$ cat src/rtl/bgpu_dec_pkg.sv
// rtl/bgpu_dec_pkg.sv - shared types and encoding constants for the pipelined instruction decoder
package bgpu_dec_pkg;

   // Widths of the decoded struct fields. Narrower module-level fields are zero/sign-extended into these.
   localparam int unsigned DEC_OP_W  = 8;
   localparam int unsigned DEC_REG_W = 8;
   localparam int unsigned DEC_IMM_W = 32;

   typedef enum logic [1:0] {
      UNIT_ALU  = 2'd0,
      UNIT_MEM  = 2'd1,
      UNIT_CTRL = 2'd2
   } unit_e;

   // Opcode classes: [0x00,0x0F] ALU, [0x10,0x1F] MEM, 0x20 JMP.
   // STOP is not an opcode: it is the encoded word with every bit set, and it takes priority over the op field.
   localparam logic [DEC_OP_W-1:0] OP_ALU_MAX = 8'h0F;
   localparam logic [DEC_OP_W-1:0] OP_MEM_MIN = 8'h10;
   localparam logic [DEC_OP_W-1:0] OP_MEM_MAX = 8'h1F;
   localparam logic [DEC_OP_W-1:0] OP_JMP     = 8'h20;

   typedef struct packed {
      unit_e                unit;
      logic [DEC_OP_W-1:0]  op;
      logic [DEC_REG_W-1:0] dst;
      logic [DEC_REG_W-1:0] src0;
      logic [DEC_REG_W-1:0] src1;
      logic [DEC_IMM_W-1:0] imm;
      logic                 illegal;
   } dec_inst_t;

   // Counter increment that sticks at all-ones instead of wrapping.
   function automatic logic [31:0] sat_inc32(input logic [31:0] v);
      return (v == 32'hFFFF_FFFF) ? v : v + 32'd1;
   endfunction

endpackage

$ cat src/rtl/decoder_pipelined_if.sv
// rtl/decoder_pipelined_if.sv - instruction-cache / dispatcher bus of the pipelined decoder
interface decoder_pipelined_if
   import bgpu_dec_pkg::*;
#(
   parameter int unsigned PcWidth      = 32,
   parameter int unsigned NumWarps     = 8,
   parameter int unsigned WarpWidth    = 32,
   parameter int unsigned EncInstWidth = 32
) ();

   localparam int unsigned WidW = (NumWarps > 1) ? $clog2(NumWarps) : 1;

   // Instruction cache side
   logic                    dec_ready_o;
   logic                    ic_valid_i;
   logic [PcWidth-1:0]      ic_pc_i;
   logic [WarpWidth-1:0]    ic_act_mask_i;
   logic [WidW-1:0]         ic_warp_id_i;
   logic [EncInstWidth-1:0] ic_inst_i;

   // Dispatcher side
   logic                    disp_ready_i;
   logic                    dec_valid_o;
   logic [PcWidth-1:0]      dec_pc_o;
   logic [WarpWidth-1:0]    dec_act_mask_o;
   logic [WidW-1:0]         dec_warp_id_o;
   dec_inst_t               dec_inst_o;

   // Fetcher feedback
   logic                    dec_decoded_o;
   logic                    dec_stop_warp_o;
   logic [WidW-1:0]         dec_decoded_warp_id_o;
   logic [PcWidth-1:0]      dec_decoded_next_pc_o;

   // Decoder side
   modport slave (
      input  ic_valid_i, ic_pc_i, ic_act_mask_i, ic_warp_id_i, ic_inst_i, disp_ready_i,
      output dec_ready_o, dec_valid_o, dec_pc_o, dec_act_mask_o, dec_warp_id_o, dec_inst_o,
             dec_decoded_o, dec_stop_warp_o, dec_decoded_warp_id_o, dec_decoded_next_pc_o
   );

   // Surrounding pipeline side
   modport master (
      output ic_valid_i, ic_pc_i, ic_act_mask_i, ic_warp_id_i, ic_inst_i, disp_ready_i,
      input  dec_ready_o, dec_valid_o, dec_pc_o, dec_act_mask_o, dec_warp_id_o, dec_inst_o,
             dec_decoded_o, dec_stop_warp_o, dec_decoded_warp_id_o, dec_decoded_next_pc_o
   );

endinterface

$ cat src/rtl/inst_field_decoder.sv
// rtl/inst_field_decoder.sv - combinational encoded word to decoded fields, next PC and stop flag
module inst_field_decoder
   import bgpu_dec_pkg::*;
#(
   parameter int unsigned PcWidth      = 32,
   parameter int unsigned EncInstWidth = 32,
   parameter int unsigned OpcodeWidth  = 8,
   parameter int unsigned RegIdxWidth  = 8
) (
   input  logic [EncInstWidth-1:0] inst_i,
   input  logic [PcWidth-1:0]      pc_i,
   output dec_inst_t               dec_o,
   output logic [PcWidth-1:0]      next_pc_o,
   output logic                    stop_o
);

   if (EncInstWidth < OpcodeWidth + 3 * RegIdxWidth) begin : g_bad_enc_width
      $error("EncInstWidth too small for opcode plus three register fields");
   end
   if (OpcodeWidth > DEC_OP_W || RegIdxWidth > DEC_REG_W || RegIdxWidth > DEC_IMM_W) begin : g_bad_field_width
      $error("field widths exceed the decoded struct fields");
   end

   logic [OpcodeWidth-1:0] op_f;
   logic [RegIdxWidth-1:0] dst_f;
   logic [RegIdxWidth-1:0] src0_f;
   logic [RegIdxWidth-1:0] src1_f;
   logic [DEC_OP_W-1:0]    op_x;
   logic                   stop_word;

   assign op_f      = inst_i[OpcodeWidth-1:0];
   assign dst_f     = inst_i[OpcodeWidth                 +: RegIdxWidth];
   assign src0_f    = inst_i[OpcodeWidth + RegIdxWidth   +: RegIdxWidth];
   assign src1_f    = inst_i[OpcodeWidth + 2*RegIdxWidth +: RegIdxWidth];
   assign op_x      = DEC_OP_W'(op_f);
   assign stop_word = &inst_i;

   // Classify the word and compute the successor PC; anything unrecognised is flagged illegal and stops the warp.
   always_comb begin
      dec_o         = '0;
      dec_o.unit    = UNIT_ALU;
      dec_o.op      = op_x;
      dec_o.dst     = DEC_REG_W'(dst_f);
      dec_o.src0    = DEC_REG_W'(src0_f);
      dec_o.src1    = DEC_REG_W'(src1_f);
      dec_o.imm     = DEC_IMM_W'($signed(src1_f));
      dec_o.illegal = 1'b0;
      next_pc_o     = pc_i + PcWidth'(1);
      stop_o        = 1'b0;
      if (stop_word) begin
         dec_o.unit = UNIT_CTRL;
         stop_o     = 1'b1;
      end else if (op_x <= OP_ALU_MAX) begin
         dec_o.unit = UNIT_ALU;
      end else if (op_x >= OP_MEM_MIN && op_x <= OP_MEM_MAX) begin
         dec_o.unit = UNIT_MEM;
      end else if (op_x == OP_JMP) begin
         dec_o.unit = UNIT_CTRL;
         next_pc_o  = pc_i + PcWidth'($signed(src1_f));
      end else begin
         dec_o.illegal = 1'b1;
         stop_o        = 1'b1;
      end
   end

endmodule

$ cat src/rtl/decoder_pipelined.sv
// rtl/decoder_pipelined.sv - registered decoder with skid buffer; optional counters under DECODER_PERF_CNT_EN
module decoder_pipelined
   import bgpu_dec_pkg::*;
#(
   parameter int unsigned PcWidth      = 32,
   parameter int unsigned NumWarps     = 8,
   parameter int unsigned WarpWidth    = 32,
   parameter int unsigned EncInstWidth = 32,
   parameter int unsigned OpcodeWidth  = 8,
   parameter int unsigned RegIdxWidth  = 8
) (
   input  logic                clk_i,
   input  logic                rst_ni,
   decoder_pipelined_if.slave  bus
`ifdef DECODER_PERF_CNT_EN
   ,
   output logic [31:0]         perf_decoded_o,
   output logic [31:0]         perf_stall_o,
   output logic [31:0]         perf_illegal_o
`endif
);

   localparam int unsigned WidW = (NumWarps > 1) ? $clog2(NumWarps) : 1;

   typedef enum logic [1:0] {
      ST_EMPTY = 2'd0,
      ST_FULL  = 2'd1,
      ST_SKID  = 2'd2
   } state_e;

   // One buffered instruction: the decode result travels with its metadata, next PC and stop flag.
   typedef struct packed {
      logic [PcWidth-1:0]   pc;
      logic [WarpWidth-1:0] mask;
      logic [WidW-1:0]      wid;
      dec_inst_t            inst;
      logic [PcWidth-1:0]   next_pc;
      logic                 stop;
   } entry_t;

   state_e state_q, state_d;
   entry_t out_q, out_d;
   entry_t skid_q, skid_d;
   entry_t new_entry;

   dec_inst_t          fd_inst;
   logic [PcWidth-1:0] fd_next_pc;
   logic               fd_stop;

   logic ready;
   logic valid;
   logic in_hs;
   logic out_hs;

   inst_field_decoder #(
      .PcWidth      (PcWidth),
      .EncInstWidth (EncInstWidth),
      .OpcodeWidth  (OpcodeWidth),
      .RegIdxWidth  (RegIdxWidth)
   ) u_field_dec (
      .inst_i    (bus.ic_inst_i),
      .pc_i      (bus.ic_pc_i),
      .dec_o     (fd_inst),
      .next_pc_o (fd_next_pc),
      .stop_o    (fd_stop)
   );

   assign new_entry = '{
      pc:      bus.ic_pc_i,
      mask:    bus.ic_act_mask_i,
      wid:     bus.ic_warp_id_i,
      inst:    fd_inst,
      next_pc: fd_next_pc,
      stop:    fd_stop
   };

   // Ready and valid are decodes of the state register only, so ready never sees disp_ready_i combinationally.
   assign ready  = (state_q != ST_SKID);
   assign valid  = (state_q != ST_EMPTY);
   assign in_hs  = bus.ic_valid_i & ready;
   assign out_hs = valid & bus.disp_ready_i;

   // Next-state logic: OUT always holds the oldest entry, SKID catches the one accepted while OUT was stalled.
   always_comb begin
      state_d = state_q;
      out_d   = out_q;
      skid_d  = skid_q;
      case (state_q)
         ST_EMPTY: begin
            if (in_hs) begin
               state_d = ST_FULL;
               out_d   = new_entry;
            end
         end
         ST_FULL: begin
            if (in_hs && out_hs) begin
               out_d = new_entry;
            end else if (out_hs) begin
               state_d = ST_EMPTY;
            end else if (in_hs) begin
               state_d = ST_SKID;
               skid_d  = new_entry;
            end
         end
         ST_SKID: begin
            if (out_hs) begin
               state_d = ST_FULL;
               out_d   = skid_q;
            end
         end
         default: state_d = ST_EMPTY;
      endcase
   end

   // State and storage registers; reset discards anything in flight.
   always_ff @(posedge clk_i) begin
      if (!rst_ni) begin
         state_q <= ST_EMPTY;
         out_q   <= '0;
         skid_q  <= '0;
      end else begin
         state_q <= state_d;
         out_q   <= out_d;
         skid_q  <= skid_d;
      end
   end

   assign bus.dec_ready_o           = ready;
   assign bus.dec_valid_o           = valid;
   assign bus.dec_pc_o              = out_q.pc;
   assign bus.dec_act_mask_o        = out_q.mask;
   assign bus.dec_warp_id_o         = out_q.wid;
   assign bus.dec_inst_o            = out_q.inst;
   assign bus.dec_decoded_o         = out_hs;
   assign bus.dec_stop_warp_o       = out_q.stop;
   assign bus.dec_decoded_warp_id_o = out_q.wid;
   assign bus.dec_decoded_next_pc_o = out_q.next_pc;

`ifdef DECODER_PERF_CNT_EN
   logic [31:0] perf_decoded_q;
   logic [31:0] perf_stall_q;
   logic [31:0] perf_illegal_q;

   // Saturating event counters: handovers, backpressure cycles, illegal handovers.
   always_ff @(posedge clk_i) begin
      if (!rst_ni) begin
         perf_decoded_q <= '0;
         perf_stall_q   <= '0;
         perf_illegal_q <= '0;
      end else begin
         if (out_hs) begin
            perf_decoded_q <= sat_inc32(perf_decoded_q);
         end
         if (valid && !bus.disp_ready_i) begin
            perf_stall_q <= sat_inc32(perf_stall_q);
         end
         if (out_hs && out_q.inst.illegal) begin
            perf_illegal_q <= sat_inc32(perf_illegal_q);
         end
      end
   end

   assign perf_decoded_o = perf_decoded_q;
   assign perf_stall_o   = perf_stall_q;
   assign perf_illegal_o = perf_illegal_q;
`endif

endmodule

$ cat src/flat_wrapper.sv
// flat-port wrapper written by rule: the top's interface ports become plain ports
module decoder_pipelined_flat import bgpu_dec_pkg::*;
#(
   parameter int unsigned PcWidth      = 32,
   parameter int unsigned NumWarps     = 8,
   parameter int unsigned WarpWidth    = 32,
   parameter int unsigned EncInstWidth = 32,
   parameter int unsigned OpcodeWidth  = 8,
   parameter int unsigned RegIdxWidth  = 8
)
  (clk_i, rst_ni, bus_ic_valid_i, bus_ic_pc_i, bus_ic_act_mask_i, bus_ic_warp_id_i, bus_ic_inst_i, bus_disp_ready_i, bus_dec_ready_o, bus_dec_valid_o, bus_dec_pc_o, bus_dec_act_mask_o, bus_dec_warp_id_o, bus_dec_inst_o, bus_dec_decoded_o, bus_dec_stop_warp_o, bus_dec_decoded_warp_id_o, bus_dec_decoded_next_pc_o);
  decoder_pipelined_if #(.PcWidth(PcWidth), .NumWarps(NumWarps), .WarpWidth(WarpWidth), .EncInstWidth(EncInstWidth)) bus_i ();
  input  logic clk_i;
  input  logic rst_ni;
  input wire logic [$bits(bus_i.ic_valid_i)-1:0] bus_ic_valid_i;
  input wire logic [$bits(bus_i.ic_pc_i)-1:0] bus_ic_pc_i;
  input wire logic [$bits(bus_i.ic_act_mask_i)-1:0] bus_ic_act_mask_i;
  input wire logic [$bits(bus_i.ic_warp_id_i)-1:0] bus_ic_warp_id_i;
  input wire logic [$bits(bus_i.ic_inst_i)-1:0] bus_ic_inst_i;
  input wire logic [$bits(bus_i.disp_ready_i)-1:0] bus_disp_ready_i;
  output wire logic [$bits(bus_i.dec_ready_o)-1:0] bus_dec_ready_o;
  output wire logic [$bits(bus_i.dec_valid_o)-1:0] bus_dec_valid_o;
  output wire logic [$bits(bus_i.dec_pc_o)-1:0] bus_dec_pc_o;
  output wire logic [$bits(bus_i.dec_act_mask_o)-1:0] bus_dec_act_mask_o;
  output wire logic [$bits(bus_i.dec_warp_id_o)-1:0] bus_dec_warp_id_o;
  output wire logic [$bits(bus_i.dec_inst_o)-1:0] bus_dec_inst_o;
  output wire logic [$bits(bus_i.dec_decoded_o)-1:0] bus_dec_decoded_o;
  output wire logic [$bits(bus_i.dec_stop_warp_o)-1:0] bus_dec_stop_warp_o;
  output wire logic [$bits(bus_i.dec_decoded_warp_id_o)-1:0] bus_dec_decoded_warp_id_o;
  output wire logic [$bits(bus_i.dec_decoded_next_pc_o)-1:0] bus_dec_decoded_next_pc_o;
  assign bus_i.ic_valid_i = bus_ic_valid_i;
  assign bus_i.ic_pc_i = bus_ic_pc_i;
  assign bus_i.ic_act_mask_i = bus_ic_act_mask_i;
  assign bus_i.ic_warp_id_i = bus_ic_warp_id_i;
  assign bus_i.ic_inst_i = bus_ic_inst_i;
  assign bus_i.disp_ready_i = bus_disp_ready_i;
  assign bus_dec_ready_o = bus_i.dec_ready_o;
  assign bus_dec_valid_o = bus_i.dec_valid_o;
  assign bus_dec_pc_o = bus_i.dec_pc_o;
  assign bus_dec_act_mask_o = bus_i.dec_act_mask_o;
  assign bus_dec_warp_id_o = bus_i.dec_warp_id_o;
  assign bus_dec_inst_o = bus_i.dec_inst_o;
  assign bus_dec_decoded_o = bus_i.dec_decoded_o;
  assign bus_dec_stop_warp_o = bus_i.dec_stop_warp_o;
  assign bus_dec_decoded_warp_id_o = bus_i.dec_decoded_warp_id_o;
  assign bus_dec_decoded_next_pc_o = bus_i.dec_decoded_next_pc_o;
  decoder_pipelined #(.PcWidth(PcWidth), .NumWarps(NumWarps), .WarpWidth(WarpWidth), .EncInstWidth(EncInstWidth), .OpcodeWidth(OpcodeWidth), .RegIdxWidth(RegIdxWidth)) u_core (.clk_i(clk_i), .rst_ni(rst_ni), .bus(bus_i));
endmodule
$ cat config.mk
export PLATFORM = sky130hd
export DESIGN_NAME = decoder_pipelined_flat
export DESIGN_NICKNAME = d
export VERILOG_FILES = /design/src/rtl/bgpu_dec_pkg.sv /design/src/rtl/decoder_pipelined_if.sv /design/src/rtl/inst_field_decoder.sv /design/src/rtl/decoder_pipelined.sv /design/src/flat_wrapper.sv
export SDC_FILE = /design/constraint.sdc
export NUM_CORES = 1
export LEC_CHECK = 0
export ABC_CLOCK_PERIOD_IN_PS = 3500
export BUFFER_PORTS_ARGS = -buffer_cell sky130_fd_sc_hd__buf_4
export CORE_MARGIN = 2
export CORE_UTILIZATION = 56
export DETAILED_ROUTE_END_ITERATION = 6
export PLACE_DENSITY = 0.79
export SLEW_MARGIN = 20
export SYNTH_ARGS = -nofsm -noshare
export SYNTH_HDL_FRONTEND = slang
export SYNTH_SLANG_ARGS = --single-unit
$ cat constraint.sdc
create_clock -name clk_i -period 3.5 [get_ports clk_i]
set_input_delay 0.525 -clock clk_i [delete_from_list [all_inputs] [get_ports clk_i]]
set_output_delay 0.525 -clock clk_i [all_outputs]
set_load 0.01 [all_outputs]
==> results.json <==
{
  "required_ns": 3.95,
  "hold-worst-slack_ns": 0.192,
  "die_w_um": 160,
  "final_cell_mix": "485 x nand2_1, 296 x buf_4, 272 x dfxtp_1",
  "first_global_vias": 12078,
  "diodes": 0,
  "clkLatencyLatePin_ns": 0.57,
  "synth_fp_nets": 1938,
  "holdPathStages": 2,
  "dp_slack_ns": 0.135,
  "finalNetCount": 2096,
  "hold_viol_final": 0,
  "overflow": 0,
  "setup_ws_ns": 0.581,
  "io_buffers": 275,
  "num_rows": 57,
  "cts_buffers": 28,
  "vias": 13548,
  "setup_viol": 0,
  "syn_area_um2": 13700,
  "syn_to_final_growth_pct": 21.3,
  "yosysUniqueCellTypes": 73,
  "routabilityCongestion": 0.943,
  "boundaryPins": 276,
  "dieArea_um2": 25600,
  "r2r_cells": 6,
  "hold_buffers": 0,
  "syn_inst": 1802,
  "hp-class": "in2reg",
  "grt_pass1_wl_um": 65000,
  "end_kind": "flop",
  "drtPass1Iterations": 7,
  "relSlewSlack_pct": 34.2,
  "grt_usage_pct": 30.7,
  "start_util_pct": 56.6,
  "avgRoutedWirePerCell_um": 17.8,
  "clk_pin_slew_ns": 0.06,
  "synth_edf_count": 0,
  "synthArstFlopShare_pct": 0,
  "reg2reg_from": "u_core.state_q[1]",
  "timing.fmax_ghz": 0.343,
  "cts_sinks": 272,
  "min_period_over_period_pct": 83.4,
  "coreArea_um2": 24100,
  "yosysSeqAreaShare_pct": 39.9,
  "fin_skew_ns": 0.0202,
  "status": "completed",
  "synth-seq-cells": 272,
  "cts_max_level": 1,
  "drc": 0,
  "finalMaxSlewViolations": 0,
  "antenna_found_initial": 0,
  "drtAntennaViolNets": 0,
  "cts_tree": "yes",
  "fin_setup_tns_ns": 0,
  "die_y_um": 160,
  "grt_max_degree": 107,
  "crit_type": "in2reg",
  "drive_above_1_share_pct": 18.6,
  "cts_setup_buffers": 0,
  "drt-total-wl_um": 41000,
  "ir_worst_vdd_mv": 0.322,
  "maxCapViolations": 0,
  "dpl.hpwl_um": 27800,
  "cts_max_path_buffers": 3,
  "rsz0062_at_grt": "no",
  "power_mw": 7.85,
  "hold_start": "bus_disp_ready_i",
  "pwr_density_cell_nw_per_um2": 474,
  "min_to": "u_core.state_q[1]",
  "initialDrtViolationCount": 1252,
  "synth_warnings": 0,
  "start_kind": "input port",
  "power_leakage_nw": 6.71,
  "syn_area_per_cell_um2": 7.58,
  "final_common_cell": "nand2_1",
  "critPathMaxFanout": 7,
  "fin_crit_ns": 2.92,
  "viasPerCell": 5.88,
  "r2r_setup_slack_ns": 1.18,
  "tightest_slew_ns": 0.986,
  "cts_resized": 0,
  "ys.flop_type": "dfxtp_1",
  "r2r-end": "u_core.bus.dec_act_mask_o[23]",
  "arrival_ns": 3.37,
  "root_buffer": "clkbuf_16"
}
==> cells by family (layout without fill, tap and decap cells) <==
kind of cell | after synthesis | in the layout | share of synthesized area (%)
muxes | 6 | 6 | 0.449
and+or+nand+nor | 811 | 811 | 25.2
xor gates and xnor gates | 47 | 47 | 3.01
DFF | 272 | 272 | 39.9
buffers and inverters | 183 | 362 | 6.06
AOI/OAI and AO/OA | 450 | 450 | 22.4
adders and majority gates | 33 | 33 | 3.08
==> how the worst max path moves through the flow <==
stage	from	end	slack (ns)
floorplan	bus_ic_inst_i[24]	u_core.skid_q[25]	0.68
global placement	bus_ic_inst_i[24]	u_core.skid_q[25]	0.20
detailed placement	bus_ic_pc_i[0]	u_core.skid_q[25]	0.14
CTS	bus_ic_pc_i[0]	u_core.skid_q[25]	0.69
global route	bus_ic_pc_i[0]	u_core.bus.dec_decoded_next_pc_o[20]	0.46
finish	bus_ic_pc_i[0]	u_core.skid_q[25]	0.58
==> registers in the layout, indices dropped and copies added (netlist names) <==
name,flops
u_core.bus.dec_decoded_next_pc_o,32
u_core.bus.dec_stop_warp_o,1
u_core.bus.dec_act_mask_o,32
u_core.state_q,2
u_core.bus.dec_decoded_warp_id_o,3
u_core.bus.dec_pc_o,32
u_core.skid_q,135
u_core.bus.dec_inst_o,35
==> layout make-up <==
class                           instances  area, um^2
Multi-Input combinational cell       1347        7410
Clock inverter                          7        96.3
Timing Repair Buffer                  301        2320
Clock buffer                           44         831
Inverter                               10        45.0
Tap cell                              324         405
Sequential cell                       272        5450
Fill cell                            2059        7550
==> critical path: stages <==
cell and delay, ns:
buf_4 0.13, ha_1 0.20, fa_1 0.41, a21oi_1 0.28, o21ai_0 0.24, a221oi_2 0.39
o21ai_1 0.23, a221oi_4 0.39, o21ai_0 0.18, xnor2_1 0.15, o32ai_1 0.23
==> per-layer routing <==
layer | share of wire [%] | global-route usage, % | vias to the layer above
li1 | - | - | 6610
met1 | 41 | 39.0 | 6283
met2 | 48 | 52.9 | 548
met3 | 6.8 | 4.52 | 107
met4 | 4.0 | 11.9 | 0
met5 | 0 | 0 | -
==> metrics by stage <==
stage	util (%)	cells	cell area, um^2
after floorplan	-	1802	13700
after global placement	64.8	2254	15600
after detailed placement	64.8	2254	15600
after CTS	68.7	2305	16600
after global routing	68.7	2305	16600
final	68.7	2305	16600
==> cells in the mapped netlist, types with 8 or more instances <==
library cell	n	area (um^2)
dfxtp_1	272	5450
nor3_1	18	90.1
buf_1	15	56.3
nand3_1	46	230
xor2_1	17	149
a311oi_1	110	963
nand2_1	487	1830
a211oi_1	17	128
ha_1	32	400
and3_1	11	68.8
nand2b_1	8	50.1
clkbuf_1	118	443
nand4_1	17	106
xnor2_1	30	263
buf_4	36	270
a21oi_1	174	871
o21ai_0	44	220
a21o_1	13	97.6
o211ai_1	18	135
or3_1	8	50.1
nor4_1	10	62.6
inv_1	9	33.8
nor2_1	169	634
==> report_power, final <==
part	total, mW	leakage (nW)	internal (mW)	switching, mW
clock	2.99	0.453	1.71	1.28
combinational	1.46	4.03	0.625	0.835
sequential	3.40	2.23	3.28	0.119
total	7.85	6.71	5.62	2.23
Note: power is estimated with default switching activity, not from simulation.
